<file path="config.mk">
export PLATFORM = sky130hd
export DESIGN_NAME = cp0_intc
export DESIGN_NICKNAME = d
export VERILOG_FILES = /design/src/rtl/cp0_pkg.sv /design/src/rtl/cp0_timer.sv /design/src/rtl/cp0_intc.sv
export SDC_FILE = /design/constraint.sdc
export NUM_CORES = 1
export LEC_CHECK = 0
export ABC_AREA = 1
export ABC_CLOCK_PERIOD_IN_PS = 2220
export CAP_MARGIN = 15
export CORE_ASPECT_RATIO = 1.2
export CORE_MARGIN = 3
export CORE_UTILIZATION = 45
export DETAILED_ROUTE_END_ITERATION = 10
export PLACE_DENSITY = 0.71
export SLEW_MARGIN = 10
export SYNTH_ARGS = -nofsm -noshare
export SYNTH_HDL_FRONTEND = slang
export SYNTH_HIERARCHICAL = 1
export SYNTH_SLANG_ARGS = --single-unit
</file>
<file path="constraint.sdc">
create_clock -name clk -period 2.22 [get_ports clk]
set_input_delay 0.222 -clock clk [delete_from_list [all_inputs] [get_ports clk]]
set_output_delay 0.222 -clock clk [all_outputs]
set_load 0.005 [all_outputs]
</file>
<file path="src/rtl/cp0_pkg.sv">
// Shared CP0 register addresses, Status/Cause field positions and ExcCode values
// used by the interrupt controller and its timer.
package cp0_pkg;

  localparam logic [4:0] CP0_COUNT   = 5'd9;
  localparam logic [4:0] CP0_COMPARE = 5'd11;
  localparam logic [4:0] CP0_STATUS  = 5'd12;
  localparam logic [4:0] CP0_CAUSE   = 5'd13;
  localparam logic [4:0] CP0_EPC     = 5'd14;

  localparam int unsigned ST_IE     = 0;
  localparam int unsigned ST_EXL    = 1;
  localparam int unsigned ST_IM_LSB = 8;
  localparam int unsigned ST_IM7    = 15;

  localparam int unsigned CA_EXC_LSB = 2;
  localparam int unsigned CA_EXC_MSB = 6;
  localparam int unsigned CA_IP_LSB  = 8;
  localparam int unsigned CA_IP7     = 15;

  typedef enum logic [4:0] {
    EXC_INT = 5'd0,
    EXC_SYS = 5'd8,
    EXC_RI  = 5'd10,
    EXC_OV  = 5'd12
  } exc_code_e;

endpackage

</file>
<file path="src/rtl/cp0_timer.sv">
// Count/Compare timer: prescaled Count, Compare register and sticky IP7 that
// sets when an increment lands on Compare and clears on any Compare write.
module cp0_timer
  import cp0_pkg::*;
#(
  parameter int unsigned COUNT_DIV = 1
) (
  input  logic        clk,
  input  logic        rst_n,
  input  logic        count_wr,
  input  logic        compare_wr,
  input  logic [31:0] wr_data,
  output logic [31:0] count,
  output logic [31:0] compare,
  output logic        ip7
);

  localparam int unsigned PW = (COUNT_DIV > 1) ? $clog2(COUNT_DIV) : 1;

  logic [PW-1:0] presc;
  logic          tick;
  logic [31:0]   count_inc;

  assign tick      = (presc == PW'(COUNT_DIV - 1));
  assign count_inc = count + 32'd1;

  always_ff @(posedge clk or negedge rst_n) begin
    if (!rst_n) begin
      presc   <= '0;
      count   <= '0;
      compare <= '0;
      ip7     <= 1'b0;
    end else begin
      if (count_wr) begin
        count <= wr_data;
        presc <= '0;
      end else if (tick) begin
        count <= count_inc;
        presc <= '0;
      end else begin
        presc <= presc + 1'b1;
      end

      // A Compare write beats a simultaneous match.
      if (compare_wr) begin
        compare <= wr_data;
        ip7     <= 1'b0;
      end else if (tick && !count_wr && (count_inc == compare)) begin
        ip7 <= 1'b1;
      end
    end
  end

endmodule

</file>
<file path="src/rtl/cp0_intc.sv">
// CP0 register file and interrupt controller: Status/Cause/EPC, IRQ
// synchronisers, timer and the registered interrupt request to the pipeline.
module cp0_intc
  import cp0_pkg::*;
#(
  parameter int unsigned NUM_IRQ     = 5,
  parameter int unsigned COUNT_DIV   = 1,
  parameter int unsigned SYNC_STAGES = 2
) (
  input  logic               clk,
  input  logic               rst_n,
  input  logic [NUM_IRQ-1:0] irq_i,
  input  logic [4:0]         rd_addr,
  output logic [31:0]        rd_data,
  input  logic               wr_en,
  input  logic [4:0]         wr_addr,
  input  logic [31:0]        wr_data,
  input  logic               trap_i,
  input  logic [4:0]         trap_code,
  input  logic [31:0]        trap_pc,
  input  logic               eret_i,
  output logic               int_req_o,
  output logic [31:0]        epc_o
);

  logic [NUM_IRQ-1:0] ip;
  logic [NUM_IRQ-1:0] im;
  logic               ie, exl, im7, ip7;
  logic [4:0]         exc_code;
  logic [31:0]        epc, count, compare;
  logic [31:0]        status_rd, cause_rd;
  logic               pend;

  for (genvar k = 0; k < NUM_IRQ; k++) begin : g_sync
    logic [SYNC_STAGES-1:0] chain;
    always_ff @(posedge clk or negedge rst_n) begin
      if (!rst_n) chain <= '0;
      else        chain <= {chain[SYNC_STAGES-2:0], irq_i[k]};
    end
    assign ip[k] = chain[SYNC_STAGES-1];
  end

  cp0_timer #(.COUNT_DIV(COUNT_DIV)) u_timer (
    .clk        (clk),
    .rst_n      (rst_n),
    .count_wr   (wr_en && (wr_addr == CP0_COUNT)),
    .compare_wr (wr_en && (wr_addr == CP0_COMPARE)),
    .wr_data    (wr_data),
    .count      (count),
    .compare    (compare),
    .ip7        (ip7)
  );

  // Trap and eret own Status/Cause/EPC in their cycle; an mtc0 there is dropped.
  always_ff @(posedge clk or negedge rst_n) begin
    if (!rst_n) begin
      ie       <= 1'b0;
      exl      <= 1'b0;
      im       <= '0;
      im7      <= 1'b0;
      exc_code <= '0;
      epc      <= '0;
    end else if (trap_i) begin
      exl      <= 1'b1;
      exc_code <= trap_code;
      epc      <= trap_pc;
    end else if (eret_i) begin
      exl <= 1'b0;
    end else if (wr_en) begin
      case (wr_addr)
        CP0_STATUS: begin
          ie  <= wr_data[ST_IE];
          exl <= wr_data[ST_EXL];
          im  <= wr_data[ST_IM_LSB +: NUM_IRQ];
          im7 <= wr_data[ST_IM7];
        end
        CP0_CAUSE: exc_code <= wr_data[CA_EXC_MSB:CA_EXC_LSB];
        CP0_EPC:   epc      <= wr_data;
        default: ;
      endcase
    end
  end

  assign pend = (|({ip7, ip} & {im7, im})) & ie & ~exl;

  always_ff @(posedge clk or negedge rst_n) begin
    if (!rst_n) int_req_o <= 1'b0;
    else        int_req_o <= pend;
  end

  always_comb begin
    status_rd = '0;
    status_rd[ST_IE] = ie;
    status_rd[ST_EXL] = exl;
    status_rd[ST_IM_LSB +: NUM_IRQ] = im;
    status_rd[ST_IM7] = im7;
    cause_rd = '0;
    cause_rd[CA_EXC_MSB:CA_EXC_LSB] = exc_code;
    cause_rd[CA_IP_LSB +: NUM_IRQ] = ip;
    cause_rd[CA_IP7] = ip7;
  end

  always_comb begin
    case (rd_addr)
      CP0_COUNT:   rd_data = count;
      CP0_COMPARE: rd_data = compare;
      CP0_STATUS:  rd_data = status_rd;
      CP0_CAUSE:   rd_data = cause_rd;
      CP0_EPC:     rd_data = epc;
      default:     rd_data = '0;
    endcase
  end

  assign epc_o = epc;

endmodule

</file>
# --- After elaboration in Yosys (flattened, before gate mapping) ---
# Index checks and enable logic that the tools add are counted.
totals:
  elab_cells: 73
  reg_bits: 122
op_classes:
  add_sub_neg: 2
  n_eq_ne: 13
  n_reduce_logical: 16
  mux: 19
  bitwise_logic: 7
ops:
  columns: ["cell", "count"]
  rows:
  - ["$mux W32", 6]
  - ["$pmux W32 S5", 1]
  - ["$eq A5 B4 Y1 const B", 10]
  - ["$add A32 B1 Y32 const B", 1]
  - ["$eq A32 B32 Y1", 1]
  - ["$mux W5", 4]
  - ["$mux W1", 8]
  - ["$reduce_bool A2 Y1", 4]
  - ["$and A6 B6 Y6", 1]
  - ["$reduce_and A3 Y1", 2]
  - ["$reduce_bool A3 Y1", 2]
  - ["$reduce_or A6 Y1", 1]
  - ["$logic_and A1 B1 Y1", 4]
  - ["$not A1 Y1", 4]
  - ["$reduce_and A4 Y1", 1]
  - ["$and A1 B1 Y1", 2]
  - ["$ne A2 B1 Y1 const B", 1]
  - ["$ne A2 B2 Y1 const B", 1]
  - ["$reduce_and A2 Y1", 1]
  - ["$add A1 B1 Y1 const B", 1]
  - ["$logic_not A1 Y1", 1]

# --- Longest topological paths before layout ---
# Gate-level depths: netlist of run 1.
depth:
  ltp_word: 7
  mapped_depth: 15
  mapped_depth_nobuf: 15

# --- Modules after synthesis ---
# The synthesis of run 1 kept the hierarchy.
modules_own_cells:
  columns: ["module", "area_per_inst_um2", "instances", "cells_per_inst", "seq_area_each_um2"]
  rows:
  - ["cp0_timer", 4038.9, 1, 603, 1626.6]
  - ["cp0_intc", 3612.2, 1, 538, 1401.3]

# --- Worst setup path after synthesis of run 1 ---
# OpenSTA, ideal clock, no wires.
synth_timing:
  path_kind: "reg-to-reg"
  start: "register u_timer.count[0]"
  end: "register u_timer.ip7"
  required_ps: 2142
  period_less_slack_ps: 1826
  path_stages_with_launch: 16
  path_slack_ps: 394
  path_buffers: 0
  arrival_time_ps: 1748
  setup_time_ps: 78
  path_cell_list: "dfrtp_1 > ha_1 > nand2_2 > nor2_8 > nand2_2 > nor2_4 > nand2_1 > nand2_1 > nand2_1 > nand2_1 > nand2_1 > nor2_1 > nand2_1 > nor2_1 > nand3_1 > a21oi_1"
synth_via:
  elab_chain_cells: 4
synth_rtl:
  columns: ["element", "line", "rtl"]
  rows:
  - ["start: declaration", "cp0_timer.sv:13", "output logic [31:0] count,"]
  - ["start signal: assignment", "cp0_timer.sv:35", "count <= wr_data;"]
  - ["start signal: assignment", "cp0_timer.sv:38", "count <= count_inc;"]
  - ["$add A32 B1 Y32", "cp0_timer.sv:25", "assign count_inc = count + 32'd1;"]
  - ["$eq A32 B32 Y1", "cp0_timer.sv:48", "end else if (tick && !count_wr && (count_inc == compare)) begin"]
  - ["$logic_and A1 B1 Y1", "cp0_timer.sv:48", null]
  - ["$reduce_bool A2 Y1 (no source line)", null, null]
  - ["end signal: assignment", "cp0_timer.sv:32", "ip7 <= 1'b0;"]
  - ["end signal: assignment", "cp0_timer.sv:47", "ip7 <= 1'b0;"]
  - ["end signal: assignment", "cp0_timer.sv:49", "ip7 <= 1'b1;"]
  - ["end: declaration", "cp0_timer.sv:15", "output logic ip7"]
# Every way passes these cells.
# A chain may end at the register's enable or synchronous reset.

# --- Worst setup path in the final report of run 1 ---
layout_timing:
  start: "register u_timer.count[1]"
  end: "register u_timer.ip7"
# The elaborated chain is that of the path after synthesis.

==> flow_summary.ini, run 1 <==
[synthesis]
ys_seq_elements = 121
syn-num-nets = 1231
syn_inst = 1141
avgSynthCellArea_um2 = 6.706
synthesis.area_um2 = 7651
ys_types = 36
yosysWarnings = 6
yosysSeqAreaShare = 0.3957

[route]
routed_wl_um = 23710
dr.pass1.iters = 5
vias = 8010
drt_iter0_drc = 476
drc = 0
wire_per_inst_um = 15.18
ant_nets = 0
viasPerCell = 5.128

[pwr]
pwr_density_cell_nw_per_um2 = 765.7
vdd_drop_max_mv = 0.5879
leakagePower_nw = 5.187
finalPower_mw = 8.065

[grt]
grt_pass1_vias = 8047
grt.overflow.total = 0
grt_antenna_before_repair = 0
grt_pass1_wl_um = 39110
grt_start_max_net_pins = 61
grt_usage = 0.2596

[setup_path]
timing.critical_path.buf_inv = 1
worstPathArrival_ps = 2550
critical_path_class = flip-flop to flip-flop
critPathCaptureType = flip-flop
crit_required_ps = 2560
reg2reg_slack_ps = 10
crit_top_cell = nand2_1
crit_slowest_cell = dfrtp_1
critPathMaxStageDelay_ps = 390
crit_chain = buf_4, nand2_1, nor2_4, nand2_2, o21ai_2, nand2_1, nand2_1, nand2_1, nor2_1, nand2_1, nor2_2, nand3_1, a21oi_1
cp-start-kind = flip-flop
critical_path.top_delay_family = simple AND/OR/NAND/NOR gates
cp_max_fo = 5

[floorplanning]
core-area_um2 = 16460
fp.dieH_um = 148.8
start_util = 0.4647
row_count = 51
io_pins = 154
die_w_um = 125.0
die-area_um2 = 18610

[sta]
finClkSkew_ps = 5.705
max_freq_mhz = 452.7
min_period_ps = 2209
worst_pin_slew_ps = 640.9
rsz0062_at_grt = yes
setup_violations = 0
hold_viol_final = 0
drv_slew = 0
min_period_over_period = 0.9949
slew_headroom = 0.5727

[finish]
fin_area_um2 = 10530
post-route-util = 0.6398
mostFrequentLayoutCell = nand2_1
layout.nets = 1428
antenna_cells = 0
layout_common_cells = 490 x nand2_1, 147 x clkdlybuf4s50_1, 121 x dfrtp_1, 115 x nand3_1, 92 x inv_1
drive_gt1_frac = 0.1259
syn2layout_area_growth_pct = 37.66
n_fill_cell = 1539

[job]
max_cap_viol_count = 0

[clock_network]
clock_latency_ps = 410
htreeDepth = 4
clock-sinks = 121
cts-root-buf = clkbuf_16
cts_tree = built
cts.clk_slew.worst_paths_ps = 60
clock_path_buffers = 2
numCtsBuffers = 17

[placement]
port_buffers = 153
place_area_um2 = 9814
gp_congestion = 0.9702
dpl.hpwl_um = 17730

[worst_hold_path]
hold_class = input port to flip-flop

[status]
outcome = finished, final reports clean
==> power by group <==
part / internal [mW] / switching, mW
combinational: 1.04 / 1.24
sequential: 2.62 / 0.455
clock: 1.73 / 0.978
==> through the flow <==
stage	cells	setup WS [ps]	TNS, ps	hold WS (ps)
6_report	1562	11.24	0	187.5
3_5_place_dp	1526	-50.59	-715.0	285.7
3_3_place_gp	1526	-20.34	-135.4	287.6
4_1_cts	1558	2.775	0	177.4
5_1_grt	1562	-57.45	-57.45	231.8
2_1_floorplan	1141	393.5	0	-73.59
==> cell type report <==
type	count	area [um2]	share of cell area
Timing Repair Buffer	220	2168	0.2059
Multi-Input combinational cell	880	4129	0.3920
Tap cell	212	265.3	0.02518
Clock buffer	24	481.7	0.04574
Clock inverter	7	92.59	0.008791
Inverter	98	367.9	0.03493
Sequential cell	121	3028	0.2875
==> routing by layer <==
| metal | track usage | vias to the layer above | part of all wire |
|---|---|---|---|
| met4 | 0.09002 | 0 | 0.023 |
| met2 | 0.4707 | 257 | 0.52 |
| li1 | - | 4023 | - |
| met1 | 0.3122 | 3691 | 0.41 |
| met5 | 0 | - | 0 |
| met3 | 0.04370 | 39 | 0.049 |
==> synthesized netlist by cell type (all sizes together) <==
| cell | instances | share of area |
|---|---|---|
| nand4 | 19 | 0.016 |
| o21ai | 67 | 0.044 |
| and2 | 1 | 0.00082 |
| nand3b | 4 | 0.0056 |
| clkbuf | 20 | 0.0098 |
| nor3 | 11 | 0.0085 |
| nand2 | 510 | 0.26 |
| nand3 | 129 | 0.094 |
| nor3b | 3 | 0.0029 |
| a31oi | 14 | 0.011 |
| inv | 98 | 0.048 |
| mux2 | 5 | 0.0074 |
| nor2 | 97 | 0.059 |
| xor2 | 3 | 0.0034 |
| dfrtp | 121 | 0.40 |
| o21bai | 1 | 0.00098 |
| a21oi | 12 | 0.0078 |
| xnor2 | 1 | 0.0011 |
| xnor3 | 2 | 0.0059 |
| buf | 22 | 0.020 |
| ha | 1 | 0.0016 |
==> final timing paths <==
| path | to | start | cells after the start |
|---|---|---|---|
| max in group asynchronous | u_timer/compare[3] | rst_n | 3 |
| min in group asynchronous | epc_o[19] | rst_n | 2 |
| min reg2reg | g_sync[1].chain[1] | g_sync[1].chain[0] | 0 |
| max reg2reg | u_timer/ip7 | u_timer/count[1] | 13 |
| max | u_timer/ip7 | u_timer/count[1] | 13 |
| min | epc_o[15] | trap_i | 4 |
==> timing repair <==
item,in CTS,in global routing
resized for setup,2,28
hold buffers,1,0
cloned,0,0
endpoints found under the setup margin,31,33
hold endpoints to repair,45,0
setup buffers,0,4
pin swaps,0,6
==> cells by family after synthesis <==
| family | after synthesis | synth area share |
|---|---|---|
| adders and majority gates | 1 | 0.001635 |
| AOI/OAI and AO/OA | 94 | 0.06410 |
| buffers and inverters | 140 | 0.07768 |
| xor gates and xnor gates | 6 | 0.01047 |
| DFF | 121 | 0.3957 |
| muxes | 5 | 0.007358 |
| and+or+nand+nor | 774 | 0.4430 |
==> state kept, by name, indices dropped and copies added, names as in the netlist <==
register and count:
exl 1, ie 1, u_timer/count 32, g_sync.chain 10
im 5, im7 1, u_timer/ip7 1, exc_code 5
int_req_o 1, epc_o 32, u_timer/compare 32
==> worst min-delay path, cell delays in order <==
cell	delay, ps
buf_2	140
o21ai_0	100
nand2_1	60
nand2_1	40
No activity file was read; power rests on OpenSTA's default activity.
==> inputs of run 2 (changes only) <==
- CORE_MARGIN: 3 -> unset
==> run 2 against run 1 <==
Net effect:
- sequential share of layout area decreased by 0.38 points
- count of clock-buffer cells in the layout down 6
- register-to-register slack gained 50 ps
- worst setup slack improved by 14 ps
- largest power group unchanged
==> flow_summary.ini, run 2 (same netlist as run 1, synthesis figures left out) <==
[placement]
gp_congestion = 0.9730
port_buffers = 153
place_ws_ps = -92.22
placed_cells = 1522
dpl.hpwl_um = 17460
place_area_um2 = 9797

[finish]
layout.nets = 1429
mostFrequentLayoutCell = nand2_1
drive_gt1_frac = 0.1383
fin_cells = 1564
layout_common_cells = 485 x nand2_1, 140 x clkdlybuf4s50_1, 118 x dfrtp_1, 112 x nand3_1, 93 x inv_1
syn2layout_area_growth_pct = 39.67
n_fill_cell = 1445
fin_area_um2 = 10690
antenna_cells = 0

[job]
max_cap_viol_count = 0

[sta]
finalSetupTns_ps = 0
hold_slack_ps = 202.9
drv_slew = 0
min_period_over_period = 0.9885
setup_violations = 0
setup_slack_ps = 25.56
rsz0062_at_grt = yes
hold_viol_final = 0
min_period_ps = 2194
max_freq_mhz = 455.7
slew_headroom = 0.6020
finClkSkew_ps = 6.435
worst_pin_slew_ps = 596.9

[route]
drt_iter0_drc = 557
drc = 0
wire_per_inst_um = 15.09
routed_wl_um = 23590
vias = 8110
dr.pass1.iters = 7
viasPerCell = 5.185
ant_nets = 0

[pwr]
pwr_density_cell_nw_per_um2 = 771.8
vdd_drop_max_mv = 0.4959
leakagePower_nw = 5.335

[worst_hold_path]
hold_depth = 4
hold_start = trap_i
hold_end = exl
hold_class = input port to flip-flop

[setup_path]
critPathCaptureType = output pin
critical_path_class = input port to output pin
crit_required_ps = 2000
cp-start-kind = input port
reg2reg_slack_ps = 60
worstPathArrival_ps = 1970
cp_max_fo = 16
r2r_end = u_timer/ip7
worstRegToRegCells = 16
r2r-start = u_timer/count[1]

[clock_network]
cts_tree = built
cts.clk_slew.worst_paths_ps = 50
clock-sinks = 121
htreeDepth = 4
clock_latency_ps = 420
numCtsBuffers = 17
clock_path_buffers = 2
cts-root-buf = clkbuf_16

[status]
outcome = finished, final reports clean

[grt]
grt_pass1_wl_um = 37720
grt.met1_usage = 0.3301
grt_usage = 0.2783
use_met2 = 0.4980
grt_antenna_before_repair = 0
grt.overflow.total = 0
grt_pass1_vias = 7835
grt_start_max_net_pins = 47
grtUsageMet3 = 0.04702
busiest_layer = met2

[floorplanning]
io_pins = 154
fp.dieH_um = 144.8
row_count = 51
die-area_um2 = 17530
start_util = 0.4665
die_w_um = 121.0
core-area_um2 = 16400
[run 2: critical path: stages]
cell and delay, ps:
clkdlybuf4s50_1 410, inv_2 130, nand3b_4 120, nor2_4 210
buf_12 180, nand2_1 60, nand4_1 100, clkdlybuf4s50_1 520
[run 2: stage by stage]
| stage | total power, mW | util |
|---|---|---|
| 2_1_floorplan | 4.209 | - |
| 4_1_cts | 8.078 | 0.6357 |
| 3_5_place_dp | 5.229 | 0.5974 |
| 5_1_grt | 8.732 | 0.6516 |
| 6_report | 8.247 | 0.6516 |
| 3_3_place_gp | 5.190 | 0.5974 |
[run 2: report_power, final]
part | leakage [nW] | switching (mW) | internal [mW]
clock network | 0.275 | 1.07 | 1.77
logic | 3.60 | 1.27 | 1.04
registers | 1.46 | 0.476 | 2.62
[run 2: cell type report]
type / instances / area [um2] / share of cell area
tap: 212 / 265.3 / 0.02482
inverter: 98 / 367.9 / 0.03442
multi-input combinational: 881 / 4190 / 0.3921
timing repair buffer: 220 / 2227 / 0.2084
clock buffer: 18 / 429.2 / 0.04016
clock inverter: 14 / 175.2 / 0.01639
sequential: 121 / 3032 / 0.2837
[run 2: worst max-delay path by stage]
stage,start,end,slack [ps],depth (start not counted)
after global routing,u_timer/count[7],u_timer/ip7,-100,13
after floorplan,u_timer/count[0],u_timer/ip7,390,15
after CTS,u_timer/count[0],u_timer/ip7,10,14
after detailed placement,rd_addr[3],rd_data[10],-90,8
after global placement,rd_addr[3],rd_data[15],-40,8
final,rd_addr[4],rd_data[2],30,8
[run 2: per-layer routing]
metal | vias to the layer above | wire, um | share of wire
met2 | 263 | 12010 | 0.51
met3 | 57 | 1170 | 0.050
met5 | - | 0 | 0
met1 | 3757 | 9644 | 0.41
li1 | 4033 | - | -
met4 | 0 | 769 | 0.033
[run 2: repair_timing]
action,in CTS,in global routing
resized for setup,6,55
hold buffers,1,0
pin swaps,0,14
endpoints found under the hold margin,39,0
buffers inserted,0,7
cloned,0,2
endpoints found under the setup margin,28,17
